--- src/rtl/serv_alu_digit_seq.sv ---
// Operand sequencer / result collector for the digit-serial ALU: streams one
// parallel operation through the ALU W bits per cycle and reassembles the result.
module serv_alu_digit_seq #(
    parameter int W    = 8,
    parameter int XLEN = 32
) (
    input  logic            clk,
    input  logic            i_rst,
    input  logic            i_valid,
    output logic            o_ready,
    input  logic [XLEN-1:0] i_rs1,
    input  logic [XLEN-1:0] i_op_b,
    input  logic            i_sub,
    input  logic [1:0]      i_bool_op,
    input  logic            i_cmp_eq,
    input  logic            i_cmp_sig,
    input  logic [2:0]      i_rd_sel,
    output logic            o_alu_en,
    output logic            o_alu_cnt0,
    output logic            o_alu_sub,
    output logic [1:0]      o_alu_bool_op,
    output logic            o_alu_cmp_eq,
    output logic            o_alu_cmp_sig,
    output logic [2:0]      o_alu_rd_sel,
    output logic [W-1:0]    o_alu_rs1,
    output logic [W-1:0]    o_alu_op_b,
    output logic [W-1:0]    o_alu_buf,
    input  logic [W-1:0]    i_alu_rd,
    input  logic            i_alu_cmp,
    output logic            o_valid,
    input  logic            i_ready,
    output logic [XLEN-1:0] o_result,
    output logic            o_cmp
);
    localparam int N  = XLEN / W;
    localparam int CW = (N > 1) ? $clog2(N) : 1;
    localparam logic [CW-1:0] LAST = CW'(N - 1);

    typedef enum logic [1:0] {IDLE, PRIME, RUN, DONE} state_t;

    state_t          state_reg;
    logic [XLEN-1:0] rs1_reg;
    logic [XLEN-1:0] op_b_reg;
    logic [XLEN-1:0] result_reg;
    logic [XLEN-1:0] result_next;
    logic [CW-1:0]   cnt_reg;
    logic            sub_reg;
    logic [1:0]      bool_op_reg;
    logic            cmp_eq_reg;
    logic            cmp_sig_reg;
    logic [2:0]      rd_sel_reg;
    logic            ready_reg;
    logic            valid_reg;
    logic            en_reg;
    logic            cnt0_reg;
    logic            cmp_reg;

    // New digits enter at the top so the first (LSB) digit ends up at bit 0.
    generate
        if (N > 1) begin : g_multi
            assign result_next = {i_alu_rd, result_reg[XLEN-1:W]};
        end else begin : g_single
            assign result_next = i_alu_rd;
        end
    endgenerate

    always_ff @(posedge clk) begin
        if (i_rst) begin
            state_reg   <= IDLE;
            rs1_reg     <= '0;
            op_b_reg    <= '0;
            result_reg  <= '0;
            cnt_reg     <= '0;
            sub_reg     <= 1'b0;
            bool_op_reg <= 2'b00;
            cmp_eq_reg  <= 1'b0;
            cmp_sig_reg <= 1'b0;
            rd_sel_reg  <= 3'b000;
            ready_reg   <= 1'b1;
            valid_reg   <= 1'b0;
            en_reg      <= 1'b0;
            cnt0_reg    <= 1'b0;
            cmp_reg     <= 1'b0;
        end else begin
            case (state_reg)
                IDLE: begin
                    if (i_valid) begin
                        rs1_reg     <= i_rs1;
                        op_b_reg    <= i_op_b;
                        sub_reg     <= i_sub;
                        bool_op_reg <= i_bool_op;
                        cmp_eq_reg  <= i_cmp_eq;
                        cmp_sig_reg <= i_cmp_sig;
                        rd_sel_reg  <= i_rd_sel;
                        ready_reg   <= 1'b0;
                        state_reg   <= PRIME;
                    end
                end
                PRIME: begin
                    // ALU carry was preloaded with sub during this idle-enable cycle.
                    en_reg    <= 1'b1;
                    cnt0_reg  <= 1'b1;
                    cnt_reg   <= '0;
                    state_reg <= RUN;
                end
                RUN: begin
                    rs1_reg  <= rs1_reg >> W;
                    op_b_reg <= op_b_reg >> W;
                    cnt0_reg <= 1'b0;
                    cnt_reg  <= cnt_reg + CW'(1);
                    if (rd_sel_reg[1] && cnt_reg == LAST) begin
                        result_reg <= {{(XLEN-1){1'b0}}, i_alu_cmp};
                    end else begin
                        result_reg <= result_next;
                    end
                    if (cnt_reg == LAST) begin
                        cmp_reg   <= i_alu_cmp;
                        en_reg    <= 1'b0;
                        valid_reg <= 1'b1;
                        cnt_reg   <= '0;
                        state_reg <= DONE;
                    end
                end
                DONE: begin
                    if (i_ready) begin
                        valid_reg <= 1'b0;
                        ready_reg <= 1'b1;
                        state_reg <= IDLE;
                    end
                end
                default: begin
                    state_reg <= IDLE;
                end
            endcase
        end
    end

    assign o_ready       = ready_reg;
    assign o_valid       = valid_reg;
    assign o_result      = result_reg;
    assign o_cmp         = cmp_reg;
    assign o_alu_en      = en_reg;
    assign o_alu_cnt0    = cnt0_reg;
    assign o_alu_sub     = sub_reg;
    assign o_alu_bool_op = bool_op_reg;
    assign o_alu_cmp_eq  = cmp_eq_reg;
    assign o_alu_cmp_sig = cmp_sig_reg;
    // The ALU slt path stays off; slt results are formed here from the final cmp.
    assign o_alu_rd_sel  = {rd_sel_reg[2], 1'b0, rd_sel_reg[0]};
    assign o_alu_rs1     = rs1_reg[W-1:0];
    assign o_alu_op_b    = op_b_reg[W-1:0];
    assign o_alu_buf     = '0;

endmodule

--- config.mk ---
export PLATFORM = sky130hd
export DESIGN_NAME = serv_alu_digit_seq
export DESIGN_NICKNAME = d
export VERILOG_FILES = /design/src/rtl/serv_alu_digit_seq.sv
export SDC_FILE = /design/constraint.sdc
export NUM_CORES = 1
export LEC_CHECK = 0
export BUFFER_PORTS_ARGS = -buffer_cell sky130_fd_sc_hd__buf_4
export CAP_MARGIN = 20
export CELL_PAD_IN_SITES_DETAIL_PLACEMENT = 0
export CELL_PAD_IN_SITES_GLOBAL_PLACEMENT = 2
export CORE_ASPECT_RATIO = 1.25
export CORE_MARGIN = 4
export CORE_UTILIZATION = 25
export DETAILED_ROUTE_END_ITERATION = 8
export PLACE_DENSITY_LB_ADDON = 0.12
export SYNTH_ARGS = -nofsm -noshare
export SYNTH_HDL_FRONTEND = slang
export SYNTH_SLANG_ARGS = --single-unit
--- constraint.sdc ---
create_clock -name clk -period 1.94 [get_ports clk]
set_clock_uncertainty 0.15 [all_clocks]
set_input_delay 0.291 -clock clk [delete_from_list [all_inputs] [get_ports clk]]
set_output_delay 0.291 -clock clk [all_outputs]
set_load 0.03 [all_outputs]
==> results.md <==
| Metric | This run | Unit |
|---|---|---|
| Status | completed | - |
| # fillers | 2022 | - |
| Critical Path AT | 1920 | ps |
| Skew-Pair Late Insertion Delay | 400 | ps |
| Worst-case vdd ir drop | 0.749 | mV |
| Area growth, synth to finish | 42.4 | % |
| Fraction of final layout cells sized beyond drive strength 1 | 34.1 | % |
| Post-synthesis instance total | 534 | - |
| Total vias in the final route | 4189 | - |
| Layer with the highest usage | met2 | - |
| GR met3 Demand/Resource | 4.09 | % |
| DRC | 0 | - |
| Number of routed nets with antenna violations | 0 | - |
| Distinct cells, synth | 32 | - |
| DRT iter0 DRCs | 183 | - |
| Number of buffers added on ports | 144 | - |
| Synth Area in Simple Gates | 14.0 | % |
| Fmax | 555 | MHz |
| Number of max-slew violations in the final report | 0 | - |
| Setup repair after global routing missed its margin | no | - |
| Die width | 135 | microns |
| Power per cell area | 1510 | nW/um^2 |
| Buffer cell driving the clock tree root | sky130_fd_sc_hd__clkbuf_16 | - |
| Maximum number of pins on one net before global-route repair | 76 | - |
| Synthesized-area fraction occupied by ao, oa, aoi and oai cells | 19.0 | % |
| Area of the mapped netlist | 5010 | sq um |
| Sequential element share of the synthesized area | 45.1 | % |
| Max_cap viols | 0 | - |
| Clk buf depth | 2 | - |
| Setup TNS | 0 | ps |
| Cell area after layout | 7140 | sq um |
| Boundary pin count | 154 | - |
| Vias per inst | 4.38 | - |
| Number of buffers created by CTS | 17 | - |
| Share of synthesized cell area in full adder, half adder and majority cells | 2.00 | % |
| Die Span Y | 166 | microns |
| Total detailed-routing wirelength | 14100 | microns |
| Mux contribution to synthesized area | 10.8 | % |
| Leak Pwr | 2.81 | nW |
| Cell area after placement | 6200 | sq um |
| Number of storage elements in the synthesis netlist | 113 | - |
| Clock-pin slew reported for the worst setup and hold paths after clock tree synthesis | 50 | ps |
| Die footprint | 22400 | sq um |
| Core box area | 19600 | sq um |
| TritonCTS clock tree | built | - |
| Fraction of synthesis flops using an asynchronous set or reset pin | 0 | % |
| Crit path launch type | register | - |
| Total routing usage reported by global routing | 12.7 | % |
| First-pass GRT wire length | 22800 | microns |
| Post-detail-place hpwl | 9940 | microns |
| Warning count from the yosys run | 0 | - |
| Grt ovf | 0 | - |
| Final core utilization | 36.4 | % |
| Row cnt | 57 | - |
| Number of global-route vias before repair | 4362 | - |
| CP Max Fanout | 26 | - |
| Critical path class | reg -> reg | - |
| Most used flip-flop cell after synthesis | sky130_fd_sc_hd__dfxtp_1 | - |
| Average instance area after synthesis | 9.39 | sq um |
| Initial antenna violation count | 0 | - |
| TritonCTS Sinks | 113 | - |
| Drt wl/cell | 14.7 | microns |
| Final critical path time including I/O delays and setup | 1800 | ps |
| Final total power | 10.8 | mW |
| Met2 Resource Use GR | 22.2 | % |
| Number of detailed-routing iterations run before antenna repair | 4 | - |
| Worst min path class | in -> reg | - |
| Final hold violation count | 0 | - |
| Fin crit share | 92.8 | % |
| EDFF count, synth | 0 | - |
| Nets@finish | 772 | - |
| Diode insertion count for antenna repair | 0 | - |
| Initial core utilization | 25.6 | % |
| Non-filler cells, final | 957 | - |
| H-tree levels | 4 | - |
| Dominant combinational cell family by area after synthesis | compound AO/OA/AOI/OAI gates | - |
| Met1 GRT Util | 14.5 | % |
| CP Data Required Time | 2060 | ps |
| # setup viols final | 0 | - |
| Share of the synthesized netlist area taken by xor and xnor gates | 0 | % |
| Dpl cells | 895 | - |
| Routability congestion estimate | 0.724 | - |
| Capturing element type of the critical path | register | - |
worst paths after layout:
path | startpoint | end | slack, ps | cells past startpoint
setup reg to reg | state_reg[1] | rs1_reg[10] | 140 | 6
hold / removal | i_alu_rd[0] | o_result[24] | 30 | 3
setup / recovery | state_reg[1] | rs1_reg[10] | 140 | 6
hold reg to reg | o_alu_cmp_eq | o_alu_cmp_eq | 310 | 2
cell families after synthesis:
kind of cell | count (synthesis)
AO/OA/AOI/OAI | 116
adder cells (fa/ha/maj) | 8
buffers and inverters | 76
flip-flops | 113
multiplexers | 53
other | 1
AND/OR/NAND/NOR | 167
layout make-up:
cell class / instances / area [sq um] / area share, %
repair buffers: 189 / 1540 / 21.6
well taps: 265 / 332 / 4.64
clock buffers: 22 / 484 / 6.78
flip-flops and latches: 113 / 2260 / 31.7
clock inverters: 10 / 155 / 2.17
multi-input cells: 353 / 2340 / 32.8
inverters: 5 / 18.8 / 0.263
power by group:
part / switching [mW] / internal [mW] / total, mW
logic: 2.40 / 1.71 / 4.11
registers: 0.363 / 2.94 / 3.30
clock network: 1.07 / 2.28 / 3.34
cell usage after synthesis (2+ instances only):
| master | instances | area [sq um] |
|---|---|---|
| sky130_fd_sc_hd__nor2b_1 | 4 | 25.0 |
| sky130_fd_sc_hd__a211oi_1 | 8 | 60.1 |
| sky130_fd_sc_hd__mux2i_1 | 51 | 510 |
| sky130_fd_sc_hd__o21ai_0 | 3 | 15.0 |
| sky130_fd_sc_hd__nand2_1 | 54 | 203 |
| sky130_fd_sc_hd__nand3_1 | 34 | 170 |
| sky130_fd_sc_hd__buf_4 | 31 | 233 |
| sky130_fd_sc_hd__nor2_1 | 67 | 251 |
| sky130_fd_sc_hd__dfxtp_1 | 113 | 2260 |
| sky130_fd_sc_hd__a21oi_1 | 45 | 225 |
| sky130_fd_sc_hd__buf_2 | 9 | 45.0 |
| sky130_fd_sc_hd__a211oi_2 | 40 | 500 |
| sky130_fd_sc_hd__buf_1 | 12 | 45.0 |
| sky130_fd_sc_hd__clkbuf_1 | 14 | 52.6 |
| sky130_fd_sc_hd__buf_6 | 5 | 56.3 |
| sky130_fd_sc_hd__inv_1 | 5 | 18.8 |
| sky130_fd_sc_hd__ha_1 | 8 | 100 |
| sky130_fd_sc_hd__nand2b_1 | 2 | 12.5 |
| sky130_fd_sc_hd__a22oi_1 | 16 | 120 |
critical path, cell delays in order, from the launching register on:
cell	delay [ps]
sky130_fd_sc_hd__dfxtp_1	390
sky130_fd_sc_hd__inv_1	100
sky130_fd_sc_hd__ha_1	230
sky130_fd_sc_hd__mux2_4	340
sky130_fd_sc_hd__buf_4	230
sky130_fd_sc_hd__nor2_1	150
sky130_fd_sc_hd__a211oi_2	60
metrics by stage:
| stage | worst slack (ps) | hold slack [ps] |
|---|---|---|
| 6_report | 139 | 25.5 |
| 5_1_grt | 14.2 | 14.8 |
| 4_1_cts | 102 | 0.660 |
| 3_5_place_dp | 123 | 303 |
| 3_3_place_gp | 154 | 296 |
| 2_1_floorplan | 192 | 277 |
what timing repair did:
item,in CTS,in global routing
hold endpoints to repair,30,0
setup buffers,0,0
hold buffers,30,0
resized for setup,0,1
endpoints found under the setup margin,0,7
layout by cell type, fill, tap and decap left out, types with 2 or more instances in the layout:
master	count
sky130_fd_sc_hd__buf_4	155
sky130_fd_sc_hd__dfxtp_1	113
sky130_fd_sc_hd__nor2_1	67
sky130_fd_sc_hd__nand2_1	54
sky130_fd_sc_hd__mux2i_1	51
sky130_fd_sc_hd__a21oi_1	45
sky130_fd_sc_hd__a211oi_2	40
sky130_fd_sc_hd__nand3_1	34
sky130_fd_sc_hd__dlygate4sd3_1	30
sky130_fd_sc_hd__clkbuf_16	17
sky130_fd_sc_hd__a22oi_1	16
sky130_fd_sc_hd__conb_1	9
sky130_fd_sc_hd__a211oi_1	8
sky130_fd_sc_hd__ha_1	7
sky130_fd_sc_hd__inv_1	4
sky130_fd_sc_hd__nor2b_1	4
sky130_fd_sc_hd__clkbuf_8	4
sky130_fd_sc_hd__bufinv_16	4
sky130_fd_sc_hd__clkinv_2	4
sky130_fd_sc_hd__buf_12	4
sky130_fd_sc_hd__o21ai_0	3
sky130_fd_sc_hd__nand2b_1	2
sky130_fd_sc_hd__clkinvlp_4	2
metal layers:
| layer | vias to the layer above | routed length [microns] |
|---|---|---|
| li1 | 2115 | - |
| met1 | 1963 | 5910 |
| met2 | 101 | 7240 |
| met3 | 10 | 826 |
| met4 | 0 | 140 |
| met5 | - | 0 |
Power figures use the tool's default switching activity.
